### config.mk
export PLATFORM = sky130hd
export DESIGN_NAME = adxl355_spi_reader_flat
export DESIGN_NICKNAME = d
export VERILOG_FILES = /design/src/rtl/adxl355_spi_reader_if.sv /design/src/rtl/adxl355_spi_reader.sv /design/src/flat_wrapper.sv
export SDC_FILE = /design/constraint.sdc
export NUM_CORES = 1
export LEC_CHECK = 0
export CORE_ASPECT_RATIO = 0.8
export CORE_UTILIZATION = 45
export CTS_BUF_LIST = sky130_fd_sc_hd__clkbuf_16
export DETAILED_ROUTE_END_ITERATION = 8
export DONT_BUFFER_PORTS = 1
export PLACE_DENSITY = 0.7
export SYNTH_ARGS = -nofsm -noshare
export SYNTH_HDL_FRONTEND = slang
export SYNTH_SLANG_ARGS = --single-unit
export TNS_END_PERCENT = 30
### constraint.sdc
create_clock -name i_clk -period 2.37 [get_ports i_clk]
set_clock_uncertainty 0.15 [all_clocks]
set_input_delay 0.474 -clock i_clk [delete_from_list [all_inputs] [get_ports i_clk]]
set_output_delay 0.474 -clock i_clk [all_outputs]
set_load 0.01 [all_outputs]
### src/rtl/adxl355_spi_reader_if.sv
// Signal bundle between adxl355_spi_reader and its neighbours: drdy request, SPI bus, samples.
// ADXL355_OVERRUN_CNT_EN adds the o_overrun counter to the bundle.
interface adxl355_spi_reader_if;
  logic               i_clk_drdy;
  logic               o_csn;
  logic               o_sclk;
  logic               o_mosi;
  logic               i_miso;
  logic signed [19:0] o_x;
  logic signed [19:0] o_y;
  logic signed [19:0] o_z;
  // o_valid is a one-cycle strobe with no ready: the consumer must take every sample,
  // and o_x/o_y/o_z stay stable until the next strobe.
  logic               o_valid;
  logic               o_busy;
  logic [2:0]         o_dbg_state;
`ifdef ADXL355_OVERRUN_CNT_EN
  logic [15:0]        o_overrun;

  modport master (
    input  i_clk_drdy, i_miso,
    output o_csn, o_sclk, o_mosi, o_x, o_y, o_z, o_valid, o_busy, o_dbg_state, o_overrun
  );
  modport slave (
    output i_clk_drdy, i_miso,
    input  o_csn, o_sclk, o_mosi, o_x, o_y, o_z, o_valid, o_busy, o_dbg_state, o_overrun
  );
`else
  modport master (
    input  i_clk_drdy, i_miso,
    output o_csn, o_sclk, o_mosi, o_x, o_y, o_z, o_valid, o_busy, o_dbg_state
  );
  modport slave (
    output i_clk_drdy, i_miso,
    input  o_csn, o_sclk, o_mosi, o_x, o_y, o_z, o_valid, o_busy, o_dbg_state
  );
`endif
endinterface

### src/rtl/adxl355_spi_reader.sv
// SPI mode-0 burst reader for ADXL355 XDATA3..ZDATA1, one burst per drdy pulse.
// Optional ADXL355_OVERRUN_CNT_EN adds a saturating count of drdy pulses seen while busy.
module adxl355_spi_reader #(
  parameter int         clk_half_div = 4,
  parameter logic [7:0] first_reg    = 8'h08,
  parameter int         cs_setup     = 4,
  parameter int         cs_hold      = 4
) (
  input  logic                 i_clk,
  input  logic                 i_rst,
  adxl355_spi_reader_if.master bus
);

  typedef enum logic [2:0] {
    ST_IDLE  = 3'd0,
    ST_SETUP = 3'd1,
    ST_SHIFT = 3'd2,
    ST_HOLD  = 3'd3,
    ST_DONE  = 3'd4
  } state_e;

  localparam int PH_W     = $clog2(clk_half_div) + 1;
  localparam int WAIT_MAX = (cs_setup > cs_hold) ? cs_setup : cs_hold;
  localparam int WAIT_W   = $clog2(WAIT_MAX + 1);

  localparam logic [PH_W-1:0]   PH_LAST    = PH_W'(clk_half_div - 1);
  localparam logic [WAIT_W-1:0] SETUP_LAST = WAIT_W'(cs_setup - 1);
  localparam logic [WAIT_W-1:0] HOLD_LAST  = WAIT_W'(cs_hold - 1);
  localparam logic [6:0]        BIT_LAST   = 7'd79;
  localparam logic [6:0]        CMD_BITS   = 7'd8;
  localparam logic [7:0]        CMD_BYTE   = {first_reg[6:0], 1'b1};

  state_e            state_q, state_d;
  logic [PH_W-1:0]   ph_q, ph_d;
  logic [6:0]        bit_q, bit_d;
  logic [WAIT_W-1:0] wait_q, wait_d;
  logic              sclk_q, sclk_d;
  logic [7:0]        tx_q, tx_d;
  logic [71:0]       rx_q, rx_d;
  logic [19:0]       x_q, x_d;
  logic [19:0]       y_q, y_d;
  logic [19:0]       z_q, z_d;

  always_ff @(posedge i_clk) begin
    if (i_rst) begin
      state_q <= ST_IDLE;
      ph_q    <= '0;
      bit_q   <= '0;
      wait_q  <= '0;
      sclk_q  <= 1'b0;
      tx_q    <= '0;
      rx_q    <= '0;
      x_q     <= '0;
      y_q     <= '0;
      z_q     <= '0;
    end else begin
      state_q <= state_d;
      ph_q    <= ph_d;
      bit_q   <= bit_d;
      wait_q  <= wait_d;
      sclk_q  <= sclk_d;
      tx_q    <= tx_d;
      rx_q    <= rx_d;
      x_q     <= x_d;
      y_q     <= y_d;
      z_q     <= z_d;
    end
  end

  always_comb begin
    state_d = state_q;
    ph_d    = ph_q;
    bit_d   = bit_q;
    wait_d  = wait_q;
    sclk_d  = sclk_q;
    tx_d    = tx_q;
    rx_d    = rx_q;
    x_d     = x_q;
    y_d     = y_q;
    z_d     = z_q;

    case (state_q)
      ST_IDLE: begin
        if (bus.i_clk_drdy) begin
          state_d = ST_SETUP;
          tx_d    = CMD_BYTE;
          rx_d    = '0;
          bit_d   = '0;
          ph_d    = '0;
          wait_d  = '0;
        end
      end

      ST_SETUP: begin
        if (wait_q == SETUP_LAST) begin
          state_d = ST_SHIFT;
          wait_d  = '0;
        end else begin
          wait_d = wait_q + 1'b1;
        end
      end

      ST_SHIFT: begin
        if (ph_q == PH_LAST) begin
          ph_d = '0;
          if (!sclk_q) begin
            // Rising edge: sensor data is stable, capture it; command-phase bits are dropped.
            sclk_d = 1'b1;
            if (bit_q >= CMD_BITS) begin
              rx_d = {rx_q[70:0], bus.i_miso};
            end
          end else begin
            // Falling edge opens the next bit's low phase, so MOSI advances here.
            sclk_d = 1'b0;
            tx_d   = {tx_q[6:0], 1'b0};
            if (bit_q == BIT_LAST) begin
              state_d = ST_HOLD;
            end else begin
              bit_d = bit_q + 1'b1;
            end
          end
        end else begin
          ph_d = ph_q + 1'b1;
        end
      end

      ST_HOLD: begin
        if (wait_q == HOLD_LAST) begin
          state_d = ST_DONE;
          wait_d  = '0;
          // Each axis is the top 20 bits of its 3-byte group; the low nibble is reserved.
          x_d     = rx_q[71:52];
          y_d     = rx_q[47:28];
          z_d     = rx_q[23:4];
        end else begin
          wait_d = wait_q + 1'b1;
        end
      end

      ST_DONE: begin
        state_d = ST_IDLE;
      end

      default: begin
        state_d = ST_IDLE;
      end
    endcase
  end

  logic unused_nibbles;
  assign unused_nibbles = ^{rx_q[51:48], rx_q[27:24], rx_q[3:0], first_reg[7]};

`ifdef ADXL355_OVERRUN_CNT_EN
  logic [15:0] ovr_q, ovr_d;

  always_comb begin
    ovr_d = ovr_q;
    if (bus.i_clk_drdy && (state_q != ST_IDLE) && (ovr_q != 16'hFFFF)) begin
      ovr_d = ovr_q + 16'd1;
    end
  end

  always_ff @(posedge i_clk) begin
    if (i_rst) begin
      ovr_q <= '0;
    end else begin
      ovr_q <= ovr_d;
    end
  end

  assign bus.o_overrun = ovr_q;
`endif

  assign bus.o_csn       = !((state_q == ST_SETUP) || (state_q == ST_SHIFT) || (state_q == ST_HOLD));
  assign bus.o_sclk      = sclk_q;
  assign bus.o_mosi      = tx_q[7];
  assign bus.o_x         = $signed(x_q);
  assign bus.o_y         = $signed(y_q);
  assign bus.o_z         = $signed(z_q);
  assign bus.o_valid     = (state_q == ST_DONE);
  assign bus.o_busy      = (state_q != ST_IDLE);
  assign bus.o_dbg_state = state_q;

endmodule
### src/flat_wrapper.sv
// flat-port wrapper written by rule: the top's interface ports become plain ports
module adxl355_spi_reader_flat 
#(
  parameter int         clk_half_div = 4,
  parameter logic [7:0] first_reg    = 8'h08,
  parameter int         cs_setup     = 4,
  parameter int         cs_hold      = 4
)
  (i_clk, i_rst, bus_i_clk_drdy, bus_i_miso, bus_o_csn, bus_o_sclk, bus_o_mosi, bus_o_x, bus_o_y, bus_o_z, bus_o_valid, bus_o_busy, bus_o_dbg_state);
  adxl355_spi_reader_if bus_i ();
  input  logic i_clk;
  input  logic i_rst;
  input wire logic [$bits(bus_i.i_clk_drdy)-1:0] bus_i_clk_drdy;
  input wire logic [$bits(bus_i.i_miso)-1:0] bus_i_miso;
  output wire logic [$bits(bus_i.o_csn)-1:0] bus_o_csn;
  output wire logic [$bits(bus_i.o_sclk)-1:0] bus_o_sclk;
  output wire logic [$bits(bus_i.o_mosi)-1:0] bus_o_mosi;
  output wire logic [$bits(bus_i.o_x)-1:0] bus_o_x;
  output wire logic [$bits(bus_i.o_y)-1:0] bus_o_y;
  output wire logic [$bits(bus_i.o_z)-1:0] bus_o_z;
  output wire logic [$bits(bus_i.o_valid)-1:0] bus_o_valid;
  output wire logic [$bits(bus_i.o_busy)-1:0] bus_o_busy;
  output wire logic [$bits(bus_i.o_dbg_state)-1:0] bus_o_dbg_state;
  assign bus_i.i_clk_drdy = bus_i_clk_drdy;
  assign bus_i.i_miso = bus_i_miso;
  assign bus_o_csn = bus_i.o_csn;
  assign bus_o_sclk = bus_i.o_sclk;
  assign bus_o_mosi = bus_i.o_mosi;
  assign bus_o_x = bus_i.o_x;
  assign bus_o_y = bus_i.o_y;
  assign bus_o_z = bus_i.o_z;
  assign bus_o_valid = bus_i.o_valid;
  assign bus_o_busy = bus_i.o_busy;
  assign bus_o_dbg_state = bus_i.o_dbg_state;
  adxl355_spi_reader #(.clk_half_div(clk_half_div), .first_reg(first_reg), .cs_setup(cs_setup), .cs_hold(cs_hold)) u_core (.i_clk(i_clk), .i_rst(i_rst), .bus(bus_i));
endmodule
==> impl_metrics.ini <==
[run]
cap_violations = 0

[floorplanning]
fp.dieW_um = 125
rows = 35
initial_core_util_pct = 46.7
ios = 72
core_mm2 = 0.0116
die_h_um = 100
die_area_mm2 = 0.0125

[synthesis]
yosys_warnings = 0
synth_area_leaders = dfxtp_1 (58%), a22o_1 (12%), nand2_1 (9.2%)
synth_area_leader_cell = dfxtp_1
synth_top_family_by_area = compound AO/OA/AOI/OAI gates
synth_nets = 574
synth_ff_type = dfxtp_1
synth_mux_area_share_pct = 0.575
yosysTopAreaCellShare_pct = 57.8
synth-compound-area-share_pct = 22.0
synth.yosys.seq_area_share_pct = 57.8
synth_area_mm2 = 0.00544
synth_xor_area_share_pct = 0.322
avgSynthCellArea_um2 = 9.61
synthArstFlopShare_pct = 0
synth_seq_cells = 157
synth_edf_count = 0
synthAdderAreaFrac_pct = 0.920
synthSimpleGateAreaFrac_pct = 14.5
synth.distinct_cells = 42
synthCells = 566

[clocking]
htree_levels = 4
root_buffer = clkbuf_16
numCtsBuffers = 17
clock_path_buffers = 2
post_cts.repair.setup_buffers = 0
cts_tree = done
worstSkewPairLatency_ps = 410
cts_resized = 0
ctsHoldBuffers = 2
clock_sinks = 157
clk_pin_slew_ps = 60

[worst_setup_path]
r2r_cells = 6
critPathLaunchType = flip-flop
r2r_slack_ps = 280
cp_common_cell = buf_4
reg2reg_to = u_core.bit_q[3]
cp-end-kind = output port
cp_max_fo = 8
startpoint = u_core.bus.o_dbg_state[2]
critPathKind = flip-flop to output port
max_stage_delay_ps = 390
cp_cell_sequence = buf_4 -> nor2_1 -> buf_4 -> nand2_1
slowest_stage = dfxtp_1
cp_data_arrival_time_ps = 1680
required_ps = 1750
worstReg2RegStart = u_core.ph_q[0]

[power_and_ir_drop]
sequentialPowerShare_pct = 47.2
p_sw_share_pct = 22.0
switchingPower_mw = 1.24
power.internal_mw = 4.38
total_power_mw = 5.61
p_clk_share_pct = 50.8
pwr-share-comb_pct = 2.0
powerDensity_mw_per_mm2 = 897
ir_worst_vdd_mv = 0.512
p_leak_nw = 2.27

[global_routing]
grt_overflow_total = 0
grt_use_met2_pct = 28.7
grtUsageMet1_pct = 22.9
grt_max_degree = 77
grt_pass1_wl_mm = 18.0
use_met3_pct = 4.64
antenna_found_initial = 0
grtUsageTotal_pct = 18.1
top_usage_layer = met2
grt_pass1_vias = 3697

[drt]
first_iter_violations = 238
wl_per_cell_um = 15.1
route.detailed.drc = 10
drtPass1Iterations = 7
ant_nets = 0
finalWirelength_mm = 10.9
via_count = 3917
viasPerCell = 5.44

[min_path]
hp-start = i_rst
holdPathStages = 1
hold_path_class = primary input to flip-flop
holdPathEnd = u_core.bit_q[0]

[sta]
fmax_ghz = 0.435
period_share_pct = 97.0
slew_violations = 0
setup_viol = 0
post-route-min-period_ps = 2300
tightest_slew_ps = 495
setup_tns_ps = 0
rsz0062_at_grt = false
relSlewSlack_pct = 67.0
hold_viol = 0

[final_layout]
final_common_cell = dfxtp_1
areaGrowthSynthToFinish_pct = 15.1
drive_gt1_share_pct = 9.44
nNetsFinal = 567
final_cell_mix = dfxtp_1 (157), nand2_1 (134), a22o_1 (72)
fin_area_mm2 = 0.00626
postLayoutCoreUtil_pct = 53.7
nFillCells = 1023
diodes = 0

[placement]
gp_congestion = 0.893
place_hpwl_mm = 6.68
placed_cell_area_mm2 = 0.00560
port-buffer-count = 0

[status]
outcome = complete, but fails checks
violations = design-rule violations
## state kept, by name, summed over array words and instances (netlist names)
name / flops
u_core.bus.o_y: 20
u_core.bus.o_x: 20
u_core.bit_q: 7
u_core.bus.o_z: 20
u_core.bus.o_sclk: 1
u_core.rx_q: 72
u_core.wait_q: 3
u_core.bus.o_dbg_state: 3
u_core.ph_q: 3
u_core.tx_q: 8
## worst max path at each step
stage / to / slack [ps] / cells past startpoint
global placement: u_core.rx_q[3] / 360 / 5
finish: bus_o_busy / 70 / 4
detailed placement: u_core.bit_q[3] / 320 / 6
global route: bus_o_busy / 30 / 4
floorplan: u_core.bit_q[5] / 460 / 6
CTS: bus_o_busy / 80 / 4
## cell usage after synthesis (2+ instances only)
library cell	number
dfxtp_1	157
nand2_1	134
a22o_1	72
a21oi_1	68
clkbuf_1	27
nor2_1	14
o21ai_0	11
buf_2	8
buf_4	7
nor2b_1	7
a22oi_1	6
nand3_1	5
and3_1	4
ha_1	4
inv_1	4
nor3b_1	4
nand4_1	3
a41oi_1	2
mux2i_1	2
nand3b_1	2
nor3_1	2
o31ai_1	2
xnor2_1	2
## metrics by stage
stage,hold slack [ps],instances,setup WS (ps)
finish,23.1,720,70.1
global route,7.47,720,32.8
CTS,6.88,720,77.3
detailed placement,293,686,323
global placement,284,686,364
floorplan,282,566,459
## cell type report
type	instances	area, µm²	area share, %
clock inverter	15	199	3.18
sequential	157	3140	50.2
inverter	4	15.0	0.240
multi-input combinational	363	2100	33.5
timing repair buffer	16	193	3.08
clock buffer	17	425	6.80
tap	148	185	2.96
## cell families after synthesis
kind of cell,after synthesis
AO/OA/AOI/OAI,171
XOR/XNOR,2
adder cells (fa/ha/maj),4
buffers and inverters,46
flip-flops,157
multiplexers,3
AND/OR/NAND/NOR,183
## per-layer routing
layer  wire length [µm]  part of all wire, %
met2               5080                   47
met4                163                  1.5
met3                458                  4.2
met5                  0                    0
met1               5190                   48
## power by group through the flow
stage	sequential, mW	clock (mW)	combinational, mW
after floorplan	2.71	0	0.0826
after global placement	2.71	0	0.0824
after detailed placement	2.71	0	0.0857
after CTS	2.65	2.90	0.113
after global routing	2.65	3.02	0.122
final	2.65	2.85	0.111
## critical path, delay by kind of cell, from the launching register on
kind	cells	cell delay [ps]
and+or+nand+nor	2	440
buffers and inverters	2	430
DFF	1	390
(Power assumes the default switching activity.)
